## config.mk

```make
export PLATFORM = sky130hd
export DESIGN_NAME = eql_seq_ctrl_flat
export DESIGN_NICKNAME = d
export VERILOG_FILES = /design/src/rtl/eql_seq_ctrl_if.sv /design/src/rtl/eql_seq_ctrl.sv /design/src/flat_wrapper.sv
export SDC_FILE = /design/constraint.sdc
export NUM_CORES = 1
export LEC_CHECK = 0
export BUFFER_PORTS_ARGS = -buffer_cell sky130_fd_sc_hd__buf_2
export CAP_MARGIN = 10
export CELL_PAD_IN_SITES_DETAIL_PLACEMENT = 1
export CELL_PAD_IN_SITES_GLOBAL_PLACEMENT = 2
export CORE_ASPECT_RATIO = 1.25
export CORE_MARGIN = 10
export CORE_UTILIZATION = 24
export CTS_CLUSTER_DIAMETER = 80
export CTS_CLUSTER_SIZE = 10
export DETAILED_ROUTE_END_ITERATION = 6
export PLACE_DENSITY_LB_ADDON = 0.2
export SYNTH_ARGS = -nofsm -noshare
export SYNTH_HDL_FRONTEND = slang
export SYNTH_SLANG_ARGS = --single-unit
```

## constraint.sdc

```tcl
create_clock -name clock -period 1.7 [get_ports clock]
set_input_delay 0 -clock clock [delete_from_list [all_inputs] [get_ports clock]]
set_output_delay 0 -clock clock [all_outputs]
set_load 0.01 [all_outputs]
```

## src/rtl/eql_seq_ctrl_if.sv

```systemverilog
// Bus bundle for the eql sequencing controller: compare flags in,
// mux/code/ack/channel status out. The controller takes the slave side.
interface eql_seq_ctrl_if #(
   parameter int NCH = 4
);
   localparam int SW = (NCH > 1) ? $clog2(NCH) : 1;

   logic [NCH-1:0] eql;
   logic           cont_eql;
   logic [1:0]     cc_mux;
   logic [1:0]     uscite;
   logic           enable_count;
   logic           ackout;
   logic [SW-1:0]  ch_sel;
   logic           timeout;
   logic           busy;

   modport master (
      output eql, cont_eql,
      input  cc_mux, uscite, enable_count, ackout, ch_sel, timeout, busy
   );

   modport slave (
      input  eql, cont_eql,
      output cc_mux, uscite, enable_count, ackout, ch_sel, timeout, busy
   );
endinterface

```

## src/rtl/eql_seq_ctrl.sv

```systemverilog
// eql_seq_ctrl: round-robin service sequencer over NCH compare-equal channels.
// Each cycle the flag of the selected channel (e = eql[ch_sel]) steers the
// FSM; all outputs are registered and move on the same edge as the state.
// Optional build macro EQL_TIMEOUT_EN adds a self-loop watchdog that forces
// the ERR state after TMO consecutive cycles parked in one waiting state.
//
// state  | meaning
// -------+----------------------------------------------------------
// INIT   | after reset, heads to WAIT on the next edge
// WAIT   | idle, sampling the selected channel
// ENIN   | channel flag seen high directly from WAIT, holding
// ENIN_W | flag dropped after ENIN, waiting for release then advance
// INTR   | flag went high after a low sample (interrupt path)
// INTR_1 | one low sample seen in WAIT, checking again
// INTR_W | flag dropped after INTR, waiting then advance
// ERR    | watchdog expiry (EQL_TIMEOUT_EN only), recovers to WAIT
module eql_seq_ctrl #(
   parameter int NCH = 4,
   parameter int TMO = 16
) (
   input logic           clock,
   input logic           reset,
   eql_seq_ctrl_if.slave bus
);
   localparam int SW = $clog2(NCH);

   if (NCH < 2 || TMO < 2) begin : g_param_check
      $error("eql_seq_ctrl: NCH and TMO must both be >= 2");
   end

   typedef enum logic [2:0] {
      S_INIT   = 3'b000,
      S_WAIT   = 3'b001,
      S_ENIN   = 3'b010,
      S_ENIN_W = 3'b011,
      S_INTR   = 3'b100,
      S_INTR_1 = 3'b101,
      S_INTR_W = 3'b110,
      S_ERR    = 3'b111
   } state_t;

   // Initialisers give the reset values at power-up, before any reset edge.
   state_t        state_q        = S_INIT;
   logic [1:0]    cc_mux_q       = '0;
   logic [1:0]    uscite_q       = '0;
   logic          enable_count_q = 1'b0;
   logic          ackout_q       = 1'b0;
   logic [SW-1:0] ch_sel_q       = '0;
   logic          timeout_q      = 1'b0;

   state_t        state_d;
   logic [1:0]    cc_mux_d;
   logic [1:0]    uscite_d;
   logic          ack_d;
   logic          timeout_d;
   logic          ch_adv;
   logic          e;

   assign e = bus.eql[ch_sel_q];

`ifdef EQL_TIMEOUT_EN
   localparam int CW = $clog2(TMO) + 1;

   logic [CW-1:0] tmo_cnt_q = '0;
   logic [CW-1:0] tmo_cnt_d;
   logic          tmo_hit;

   assign tmo_hit = (tmo_cnt_q == CW'(TMO - 1));
`endif

   // Next-state decode; ch_sel advances whenever a service round ends in WAIT.
   always_comb begin
      state_d = state_q;
      ch_adv  = 1'b0;
      case (state_q)
         S_INIT:   state_d = S_WAIT;
         S_WAIT:   state_d = e ? S_ENIN : S_INTR_1;
         S_INTR_1: state_d = e ? S_INTR : S_WAIT;
         S_ENIN:   state_d = e ? S_ENIN : S_ENIN_W;
         S_INTR:   state_d = e ? S_INTR : S_INTR_W;
         S_ENIN_W: if (!e) begin
            state_d = S_WAIT;
            ch_adv  = 1'b1;
         end
         S_INTR_W: if (!e) begin
            state_d = S_WAIT;
            ch_adv  = 1'b1;
         end
`ifdef EQL_TIMEOUT_EN
         S_ERR: begin
            state_d = S_WAIT;
            ch_adv  = 1'b1;
         end
`endif
         default:  state_d = S_INIT;
      endcase
`ifdef EQL_TIMEOUT_EN
      // Only the four holding states can self-loop, so a repeat means a hold.
      if (state_d == state_q && tmo_hit) begin
         state_d = S_ERR;
      end
`endif
   end

   // Output decode: mux/code follow the state being entered.
   always_comb begin
      cc_mux_d  = 2'b00;
      uscite_d  = 2'b00;
      timeout_d = 1'b0;
      case (state_d)
         S_WAIT:   begin cc_mux_d = 2'b01; uscite_d = 2'b01; end
         S_ENIN:   begin cc_mux_d = 2'b11; uscite_d = 2'b00; end
         S_ENIN_W: begin cc_mux_d = 2'b01; uscite_d = 2'b01; end
         S_INTR:   begin cc_mux_d = 2'b11; uscite_d = 2'b00; end
         S_INTR_1: begin cc_mux_d = 2'b10; uscite_d = 2'b01; end
         S_INTR_W: begin cc_mux_d = 2'b10; uscite_d = 2'b11; end
         S_ERR:    begin cc_mux_d = 2'b00; uscite_d = 2'b10; timeout_d = 1'b1; end
         default:  begin cc_mux_d = 2'b00; uscite_d = 2'b00; end
      endcase
      // Release of the ENIN flag is always acknowledged, counter or not.
      ack_d = (state_q == S_ENIN && state_d == S_ENIN_W) ? 1'b1 : !bus.cont_eql;
   end

   // State and output registers with synchronous reset.
   always_ff @(posedge clock) begin
      if (reset) begin
         state_q        <= S_INIT;
         cc_mux_q       <= 2'b00;
         uscite_q       <= 2'b00;
         enable_count_q <= 1'b0;
         ackout_q       <= 1'b0;
         ch_sel_q       <= '0;
         timeout_q      <= 1'b0;
      end else begin
         state_q        <= state_d;
         cc_mux_q       <= cc_mux_d;
         uscite_q       <= uscite_d;
         enable_count_q <= ack_d;
         ackout_q       <= ack_d;
         timeout_q      <= timeout_d;
         if (ch_adv) begin
            ch_sel_q <= (ch_sel_q == SW'(NCH - 1)) ? '0 : ch_sel_q + SW'(1);
         end
      end
   end

`ifdef EQL_TIMEOUT_EN
   // Watchdog counts consecutive self-loops and clears on any state change.
   always_comb begin
      tmo_cnt_d = (state_d == state_q) ? tmo_cnt_q + CW'(1) : '0;
   end

   // Watchdog register.
   always_ff @(posedge clock) begin
      if (reset) begin
         tmo_cnt_q <= '0;
      end else begin
         tmo_cnt_q <= tmo_cnt_d;
      end
   end

   assign bus.timeout = timeout_q;
`else
   assign bus.timeout = 1'b0;
`endif

   assign bus.cc_mux       = cc_mux_q;
   assign bus.uscite       = uscite_q;
   assign bus.enable_count = enable_count_q;
   assign bus.ackout       = ackout_q;
   assign bus.ch_sel       = ch_sel_q;
   assign bus.busy         = (state_q != S_INIT) && (state_q != S_WAIT);
endmodule

```

## src/flat_wrapper.sv

```systemverilog
// flat-port wrapper written by rule: the top's interface ports become plain ports
module eql_seq_ctrl_flat 
#(
   parameter int NCH = 4,
   parameter int TMO = 16
)
  (clock, reset, bus_eql, bus_cont_eql, bus_cc_mux, bus_uscite, bus_enable_count, bus_ackout, bus_ch_sel, bus_timeout, bus_busy);
  eql_seq_ctrl_if #(.NCH(NCH)) bus_i ();
  input logic clock;
  input logic reset;
  input wire logic [$bits(bus_i.eql)-1:0] bus_eql;
  input wire logic [$bits(bus_i.cont_eql)-1:0] bus_cont_eql;
  output wire logic [$bits(bus_i.cc_mux)-1:0] bus_cc_mux;
  output wire logic [$bits(bus_i.uscite)-1:0] bus_uscite;
  output wire logic [$bits(bus_i.enable_count)-1:0] bus_enable_count;
  output wire logic [$bits(bus_i.ackout)-1:0] bus_ackout;
  output wire logic [$bits(bus_i.ch_sel)-1:0] bus_ch_sel;
  output wire logic [$bits(bus_i.timeout)-1:0] bus_timeout;
  output wire logic [$bits(bus_i.busy)-1:0] bus_busy;
  assign bus_i.eql = bus_eql;
  assign bus_i.cont_eql = bus_cont_eql;
  assign bus_cc_mux = bus_i.cc_mux;
  assign bus_uscite = bus_i.uscite;
  assign bus_enable_count = bus_i.enable_count;
  assign bus_ackout = bus_i.ackout;
  assign bus_ch_sel = bus_i.ch_sel;
  assign bus_timeout = bus_i.timeout;
  assign bus_busy = bus_i.busy;
  eql_seq_ctrl #(.NCH(NCH), .TMO(TMO)) u_core (.clock(clock), .reset(reset), .bus(bus_i));
endmodule
```

* Word-level counts from Yosys, hierarchy flattened
Cells that the tools add are included.
** Storage, ports and cells
- Register bits :: 10
- Input port bits :: 7
- Output and inout port bits :: 10
- Word-level logic and storage cells :: 46
** Cells by class
- $add $sub $neg :: 1
- Order comparisons :: 1
- Equal/unequal tests :: 15
- Multiplexer cells :: 14
- Reductions and logical operators :: 10
** Operators by type and width (number)
- 3-bit equality test, second input constant :: 7
- 3-bit one-hot mux with 6 select lines :: 1
- 3-bit by 2-bit equality test with 1-bit output, second input constant :: 4
- 2-bit one-hot mux with 3 select lines :: 2
- 3-bit 2-to-1 mux :: 3
- 2-bit OR reduction :: 4
- 3-bit by 1-bit equality test with 1-bit output, second input constant :: 2
- 1-bit 2-to-1 mux :: 5
- 2-bit 2-to-1 mux :: 2
- 3-bit zero test :: 1
- 2-bit by 3-bit less-than comparator with 1-bit output, second input constant :: 1
- 3-bit by 1-bit != test with 1-bit output, second input constant :: 1
- 3-bit nonzero test :: 1
- 3-bit OR reduction :: 1
- 2-bit by 1-bit adder with 2-bit output, second input constant :: 1
- 1-bit binary-select mux with 2-bit select :: 1
- 2-bit equality test, second input constant :: 1
- 1-bit logical AND :: 2
- 1-bit zero test :: 1

* Longest topological paths before layout
Gate-level depths: netlist of the first run.
- Depth in word-level cells :: 7
- Gate-level depth with buffers :: 4
- Depth with buffers taken out :: 3

* Worst setup path after synthesis of the first run
Ideal clock, no wire load.
- Path kind :: register to register
- Start point :: reg u_core.ch_sel_q[0], in the netlist u_core.bus.ch_sel[0]
- End point :: reg u_core.ch_sel_q[0], in the netlist u_core.bus.ch_sel[0]
- Setup time :: 121 ps
- Arrival time :: 1568 ps
- Data required time :: 1579 ps
- Path slack :: 11 ps
- Cell stages (with the launch flop) :: 4
- Buffers on the path :: 0
- Period minus slack after synthesis :: 1689 ps
- Path through :: dfxtp_1 mux4_2 a211oi_2 mux2_2
** Between the ends
- Longest elaborated chain between the ends :: 4
- Elaborated cells on any way between the ends :: 7
- Classes of those cells :: add/sub: 1; eq/ne: 1; mux: 5
** Ends and longest elaborated chain
- start, declared :: line eql_seq_ctrl.sv:48 : logic [SW-1:0] ch_sel_q = '0;
- start signal, assigned :: line eql_seq_ctrl.sv:142 : ch_sel_q <= (ch_sel_q == SW'(NCH - 1)) ? '0 : ch_sel_q + SW'(1);
- 1-bit binary-select mux with 2-bit select :: line eql_seq_ctrl.sv:59 : assign e = bus.eql[ch_sel_q];
- 1-bit 2-to-1 mux (implied by the code) :: line eql_seq_ctrl.sv:59
- 1-bit 2-to-1 mux :: line eql_seq_ctrl.sv:81, eql_seq_ctrl.sv:85
- 1-bit 2-to-1 mux
Parallel ways exist; a longest one is shown, timed or not. The select of a mux whose other input is x is not followed.
A chain may end at the register's enable or synchronous reset.

* Worst setup path after layout of the first run
- Start point :: reg u_core.ch_sel_q[0], in the netlist u_core.bus.ch_sel[0]
- End point :: reg u_core.cc_mux_q[0], in the netlist u_core.bus.cc_mux[0]
** Between the ends
- Longest elaborated chain between the ends :: 7
- Elaborated cells on any way between the ends :: 18
- Classes of those cells :: eq/ne: 6; mux: 9; reduce/logical: 3
** Ends and longest elaborated chain
- 1-bit binary-select mux with 2-bit select (*) :: line eql_seq_ctrl.sv:59
- 1-bit 2-to-1 mux (implied by the code) (*) :: line eql_seq_ctrl.sv:59
- 3-bit 2-to-1 mux (tied with other cells) :: line eql_seq_ctrl.sv:81, eql_seq_ctrl.sv:85
- 3-bit one-hot mux with 6 select lines (*) :: line eql_seq_ctrl.sv:75 : case (state_q)
- 3-bit equality test (tied with other cells) :: line eql_seq_ctrl.sv:110 : case (state_d)
- 2-bit OR reduction (no line)
- 2-bit one-hot mux with 3 select lines (*) :: line eql_seq_ctrl.sv:110
- end signal, assigned :: line eql_seq_ctrl.sv:136 : cc_mux_q <= cc_mux_d;
- end, declared :: line eql_seq_ctrl.sv:44 : logic [1:0] cc_mux_q = '0;
Every way passes the cells marked *; elsewhere a longest branch is shown, timed or not. The select of a mux whose other input is x is not followed.

==> impl_metrics.py, run 1 <==
metrics = {
    "global_routing": {
        "grt.total_usage": 0.0670,
        "overflow": 0,
        "grt_pass1_wl_mm": 2.42,
        "antenna_found_initial": 0,
        "first_global_vias": 537,
        "grt_max_degree": 11,
    },
    "cells_and_area": {
        "layout-drive-gt1-share": 0.375,
        "n_antenna_cell": 0,
        "layout_common_cells": "15 x buf_2, 9 x dfxtp_1, 6 x buf_4",
        "nets": 89,
        "final_util": 0.327,
        "areaGrowthSynthToFinish_pct": 31.4,
        "layout_commonest_cell": "buf_2",
    },
    "setup_path": {
        "required_ns": 1.87,
        "start_kind": "register",
        "crit_type": "reg -> reg",
        "worstSetupEndpointType": "register",
        "cp_max_fo": 7,
        "crit_arrival_ns": 1.79,
    },
    "sta": {
        "finClkSkew_ns": 0.00480,
        "hold_viol": 0,
        "rsz0062_at_grt": "false",
        "fmax_mhz": 617,
        "fin_crit_sh": 0.953,
        "finalCriticalPeriod_ns": 1.62,
        "tns_ns": 0,
        "setup-violations-final": 0,
        "setup_ws_ns": 0.0791,
        "hold_ws_ns": 0.0336,
        "drv_slew": 0,
    },
    "power_and_ir_drop": {
        "swShare": 0.333,
        "seqPwrFrac": 0.386,
        "p_comb_frac": 0.318,
        "ir_drop_mv": 0.498,
        "p_int_w": 0.000515,
        "p_switching_w": 0.000257,
        "power_density_mw_per_mm2": 1090,
        "clockPowerShare": 0.296,
        "cellLeakagePower_nw": 0.315,
    },
    "routing": {
        "wl_per_cell_microns": 12.8,
        "viasPerCell": 4.36,
        "wl_mm": 1.42,
        "dr_total_vias": 484,
        "dr.pass1.iters": 4,
        "drtAntennaViolNets": 0,
        "drc_errors": 0,
        "drt_iter0_drc": 2,
    },
    "clock_tree": {
        "htree_levels": 1,
        "clockBufferDepth": 2,
        "clk_pin_slew_ns": 0.08,
        "clock_sinks": 10,
        "post_cts_buffers": 0,
        "cts_tree": "built",
        "clockRootBuffer": "clkbuf_4",
        "clk-insertion-delay-late_ns": 0.27,
        "numCtsBuffers": 3,
    },
    "placement": {
        "portBuffers": 15,
        "dp_hpwl_mm": 1.13,
        "place_congestion": 0.712,
        "dp_slack_ns": 0.0683,
    },
    "yosys": {
        "yosysUniqueCellTypes": 31,
        "yosysWarnings": 0,
        "syn-num-nets": 69,
        "ys_ff_latch": 10,
        "postSynthAreaPerCell_sq_um": 8.82,
        "syn_inst": 61,
        "synth.cell_area_sq_um": 538,
        "seq_area_frac_synth": 0.372,
    },
    "floorplanning": {
        "dieArea_sq_mm": 0.00455,
        "die_h_microns": 72.9,
        "pin_count": 17,
        "die_w_microns": 62.4,
        "rows": 19,
        "start_util": 0.249,
        "core_sq_mm": 0.00216,
    },
    "status": {
        "status": "finished, final reports clean",
    },
    "min_path": {
        "hold_path.class": "in -> reg",
    },
    "flow_run": {
        "max_cap_violations": 0,
    },
}
## layer usage
metal  GRT usage  wire [microns]  up-vias
met5           0               0        -
li1            -               -      249
met4      0.0373              18        0
met2       0.112             655       14
met1      0.0655             636      219
met3      0.0369             110        2
## timing repair
action                                 in CTS  in global routing
hold buffers                                1                  0
setup endpoints to repair                   0                  2
endpoints found under the hold margin       1                  0
gates resized for setup                     0                  1
## state kept, by name, indices dropped and copies added, names as in the netlist
name	count
u_core.bus.cc_mux	2
u_core.bus.enable_count	1
u_core.state_q	3
u_core.bus.uscite	2
u_core.bus.ch_sel	2
## power by group through the flow
stage | logic, W | registers (W) | clock network, W
2_1_floorplan | 0.000167 | 0.000296 | 0
3_3_place_gp | 0.000247 | 0.000304 | 0
3_5_place_dp | 0.000247 | 0.000303 | 0
4_1_cts | 0.000251 | 0.000297 | 0.000234
5_1_grt | 0.000274 | 0.000305 | 0.000248
6_report | 0.000245 | 0.000297 | 0.000229
## worst paths after layout
kind,to,startpoint,slack [ns],cells after the start
min reg2reg,u_core.bus.ch_sel[1],u_core.bus.ch_sel[1],0.52,2
max,u_core.bus.cc_mux[0],u_core.bus.ch_sel[0],0.08,4
min,u_core.bus.enable_count,reset,0.03,2
max reg2reg,u_core.bus.cc_mux[0],u_core.bus.ch_sel[0],0.08,4
## cell type report
class / instances / area [sq um]
Timing Repair Buffer: 22 / 130
Clock buffer: 4 / 36.3
Fill cell: 265 / 1460
Sequential cell: 10 / 201
Tap cell: 31 / 38.8
Inverter: 3 / 11.3
Multi-Input combinational cell: 41 / 289
## Yosys cell counts
library cell,n,share of area
conb_1,1,0.0070
a31oi_1,3,0.035
and3_1,2,0.023
nand2b_1,2,0.023
o21bai_1,1,0.014
nor2b_1,2,0.023
nand2_1,3,0.021
inv_1,3,0.021
a2111oi_0,1,0.016
nand3_1,2,0.019
mux4_2,1,0.042
a21oi_1,2,0.019
a211oi_2,1,0.023
a211o_1,1,0.016
dfxtp_1,10,0.37
nor3_1,1,0.0093
nor3b_1,2,0.028
nand3b_1,1,0.014
nor2_1,3,0.021
xor2_1,1,0.016
mux2_2,1,0.021
nor4b_1,1,0.016
ha_1,1,0.023
a211oi_1,1,0.014
or3_1,1,0.012
clkbuf_1,4,0.028
or2_2,1,0.012
buf_4,3,0.042
o21ai_0,2,0.019
mux2i_1,2,0.037
or4_1,1,0.014
## critical path, cell delays in order (launching register included)
cell,delay [ns]
dfxtp_2,0.34
mux4_2,0.58
buf_4,0.19
a211o_1,0.23
and3_1,0.17
## per-stage QoR
step	std cells	power, W	area (sq um)
2_1_floorplan	61	0.000464	538
3_3_place_gp	106	0.000550	659
3_5_place_dp	106	0.000549	659
4_1_cts	111	0.000782	706
5_1_grt	111	0.000827	707
6_report	111	0.000771	707
## kinds of logic after synthesis
logic type / after synthesis / share of synthesized area
AO/OA/AOI/OAI: 12 / 0.156
flip-flops: 10 / 0.372
multiplexers: 4 / 0.100
buffers and inverters: 10 / 0.0907
adder cells (fa/ha/maj): 1 / 0.0233
XOR/XNOR: 1 / 0.0163
AND/OR/NAND/NOR: 22 / 0.235
other: 1 / 0.00697
Note: power is estimated with default switching activity, not from simulation.
==> run 2, diff against run 1 <==
--- a/config.mk
+++ b/config.mk
@@ -11,7 +11,8 @@
 export CELL_PAD_IN_SITES_GLOBAL_PLACEMENT = 2
 export CORE_ASPECT_RATIO = 1.25
 export CORE_MARGIN = 10
-export CORE_UTILIZATION = 24
+export CORE_UTILIZATION = 26
+export CTS_BUF_LIST = sky130_fd_sc_hd__clkbuf_8
 export CTS_CLUSTER_DIAMETER = 80
 export CTS_CLUSTER_SIZE = 10
 export DETAILED_ROUTE_END_ITERATION = 6
==> impl_metrics.py, run 2 (synthesis results as in run 1) <==
metrics = {
    "cells_and_area": {
        "layout_common_cells": "15 x buf_2, 9 x dfxtp_1, 6 x buf_4, 4 x clkbuf_8",
        "fin_cells": 100,
        "areaGrowthSynthToFinish_pct": 32.3,
        "layout-drive-gt1-share": 0.375,
        "fillers": 240,
        "nets": 89,
        "n_antenna_cell": 0,
        "largest_reg_flops": 3,
        "layout_commonest_cell": "buf_2",
        "top_register": "u_core.state_q",
    },
    "routing": {
        "wl_per_cell_microns": 14.3,
        "met2_length_microns": 690,
        "top_layer": "met4",
        "drt_iter0_drc": 13,
        "dr_wl_met3_microns": 92,
        "viasPerCell": 4.91,
        "dr_total_vias": 491,
        "dr.pass1.iters": 3,
        "drc_errors": 0,
        "drtAntennaViolNets": 0,
        "m1WireLength_microns": 595,
        "wl_mm": 1.43,
    },
    "setup_path": {
        "crit_slowest_cell": "mux4_2",
        "required_ns": 1.83,
        "crit_type": "reg -> reg",
        "crit_chain": "mux4_2 -> buf_4 -> a211o_1 -> and3_1",
        "cp_slowest_stage_delay_ns": 0.55,
        "start_kind": "register",
        "r2r-start": "u_core.bus.ch_sel[0]",
        "cp_max_fo": 11,
        "crit_arrival_ns": 1.72,
        "cp_num_buf_inv": 1,
        "worstSetupEndpointType": "register",
        "cpLargestDelayFamily": "multiplexers",
        "crit_start": "u_core.bus.ch_sel[0]",
    },
    "floorplanning": {
        "dieArea_sq_mm": 0.00430,
        "pin_count": 17,
        "start_util": 0.271,
        "rows": 18,
        "die_w_microns": 60.7,
        "core_sq_mm": 0.00198,
        "die_h_microns": 70.9,
    },
    "min_path": {
        "min_from": "reset",
        "hold_path.class": "in -> reg",
    },
    "clock_tree": {
        "clockBufferDepth": 2,
        "clk-insertion-delay-late_ns": 0.24,
        "clockRootBuffer": "clkbuf_8",
        "clock_sinks": 10,
        "cts_tree": "built",
        "htree_levels": 1,
        "numCtsBuffers": 3,
        "post_cts_buffers": 0,
        "clk_pin_slew_ns": 0.05,
    },
    "global_routing": {
        "first_global_vias": 538,
        "overflow": 0,
        "grt_max_degree": 12,
        "grt.total_usage": 0.0756,
        "grt_pass1_wl_mm": 2.48,
        "antenna_found_initial": 0,
    },
    "placement": {
        "portBuffers": 15,
        "place_congestion": 0.707,
        "dp_hpwl_mm": 1.14,
        "place_inst": 95,
    },
    "power_and_ir_drop": {
        "cellLeakagePower_nw": 0.322,
        "ir_drop_mv": 0.374,
        "total_power_w": 0.000849,
        "power_density_mw_per_mm2": 1190,
    },
    "flow_run": {
        "max_cap_violations": 0,
    },
    "status": {
        "status": "finished, final reports clean",
    },
    "sta": {
        "finalCriticalPeriod_ns": 1.59,
        "finClkSkew_ns": 0.00294,
        "fmax_mhz": 628,
        "setup-violations-final": 0,
        "hold_viol": 0,
        "tns_ns": 0,
        "rsz0062_at_grt": "false",
        "drv_slew": 0,
        "fin_crit_sh": 0.937,
    },
}
## run 2: report_power, final
part           total, W  leakage (nW)  internal, W  switching [W]
sequential     0.000296        0.0831     0.000270      0.0000263
clock          0.000303        0.0288     0.000204      0.0000991
combinational  0.000250         0.210     0.000119       0.000131
total          0.000849         0.322     0.000593       0.000256
## run 2: worst register-to-register path, stage by stage (launching register included)
cell	delay (ns)
dfxtp_2	0.33
mux4_2	0.55
buf_4	0.20
a211o_1	0.23
and3_1	0.17
## run 2: path summary, 6_finish.rpt
check | end | slack, ns | cells past startpoint
setup / recovery | u_core.bus.cc_mux[0] | 0.11 | 4
hold / removal | u_core.state_q[2] | 0.07 | 2
setup reg to reg | u_core.bus.cc_mux[0] | 0.11 | 4
hold reg to reg | u_core.bus.ch_sel[1] | 0.50 | 2
## run 2: timing repair
| action | in CTS | in global routing |
|---|---|---|
| endpoints found under the hold margin | 1 | 0 |
| hold buffers | 1 | 0 |
| gates resized for setup | 0 | 1 |
| setup endpoints to repair | 0 | 1 |
## run 2: area by class of cell
cell class              instances  area (sq um)  share of cell area
multi-input cells              41           289               0.406
inverters                       3          11.3              0.0158
well taps                      20          25.0              0.0351
clock buffers                   4          55.1              0.0773
repair buffers                 22           130               0.183
flip-flops and latches         10           201               0.283
## run 2: metal layers
layer / global-route usage / up-vias
met4: 0.0587 / 0
met5: 0 / -
met1: 0.0793 / 222
li1: - / 252
met3: 0.0232 / 5
met2: 0.119 / 12
## run 2: through the flow
stage	worst slack [ns]	hold WS [ns]	utilization	cell area, sq um
floorplan	0.0110	0.0918	-	538
global placement	0.119	0.177	0.326	646
detailed placement	0.0811	0.198	0.326	646
CTS	0.0607	0.0841	0.359	711
global route	0.0244	0.0959	0.359	712
finish	0.108	0.0737	0.359	712
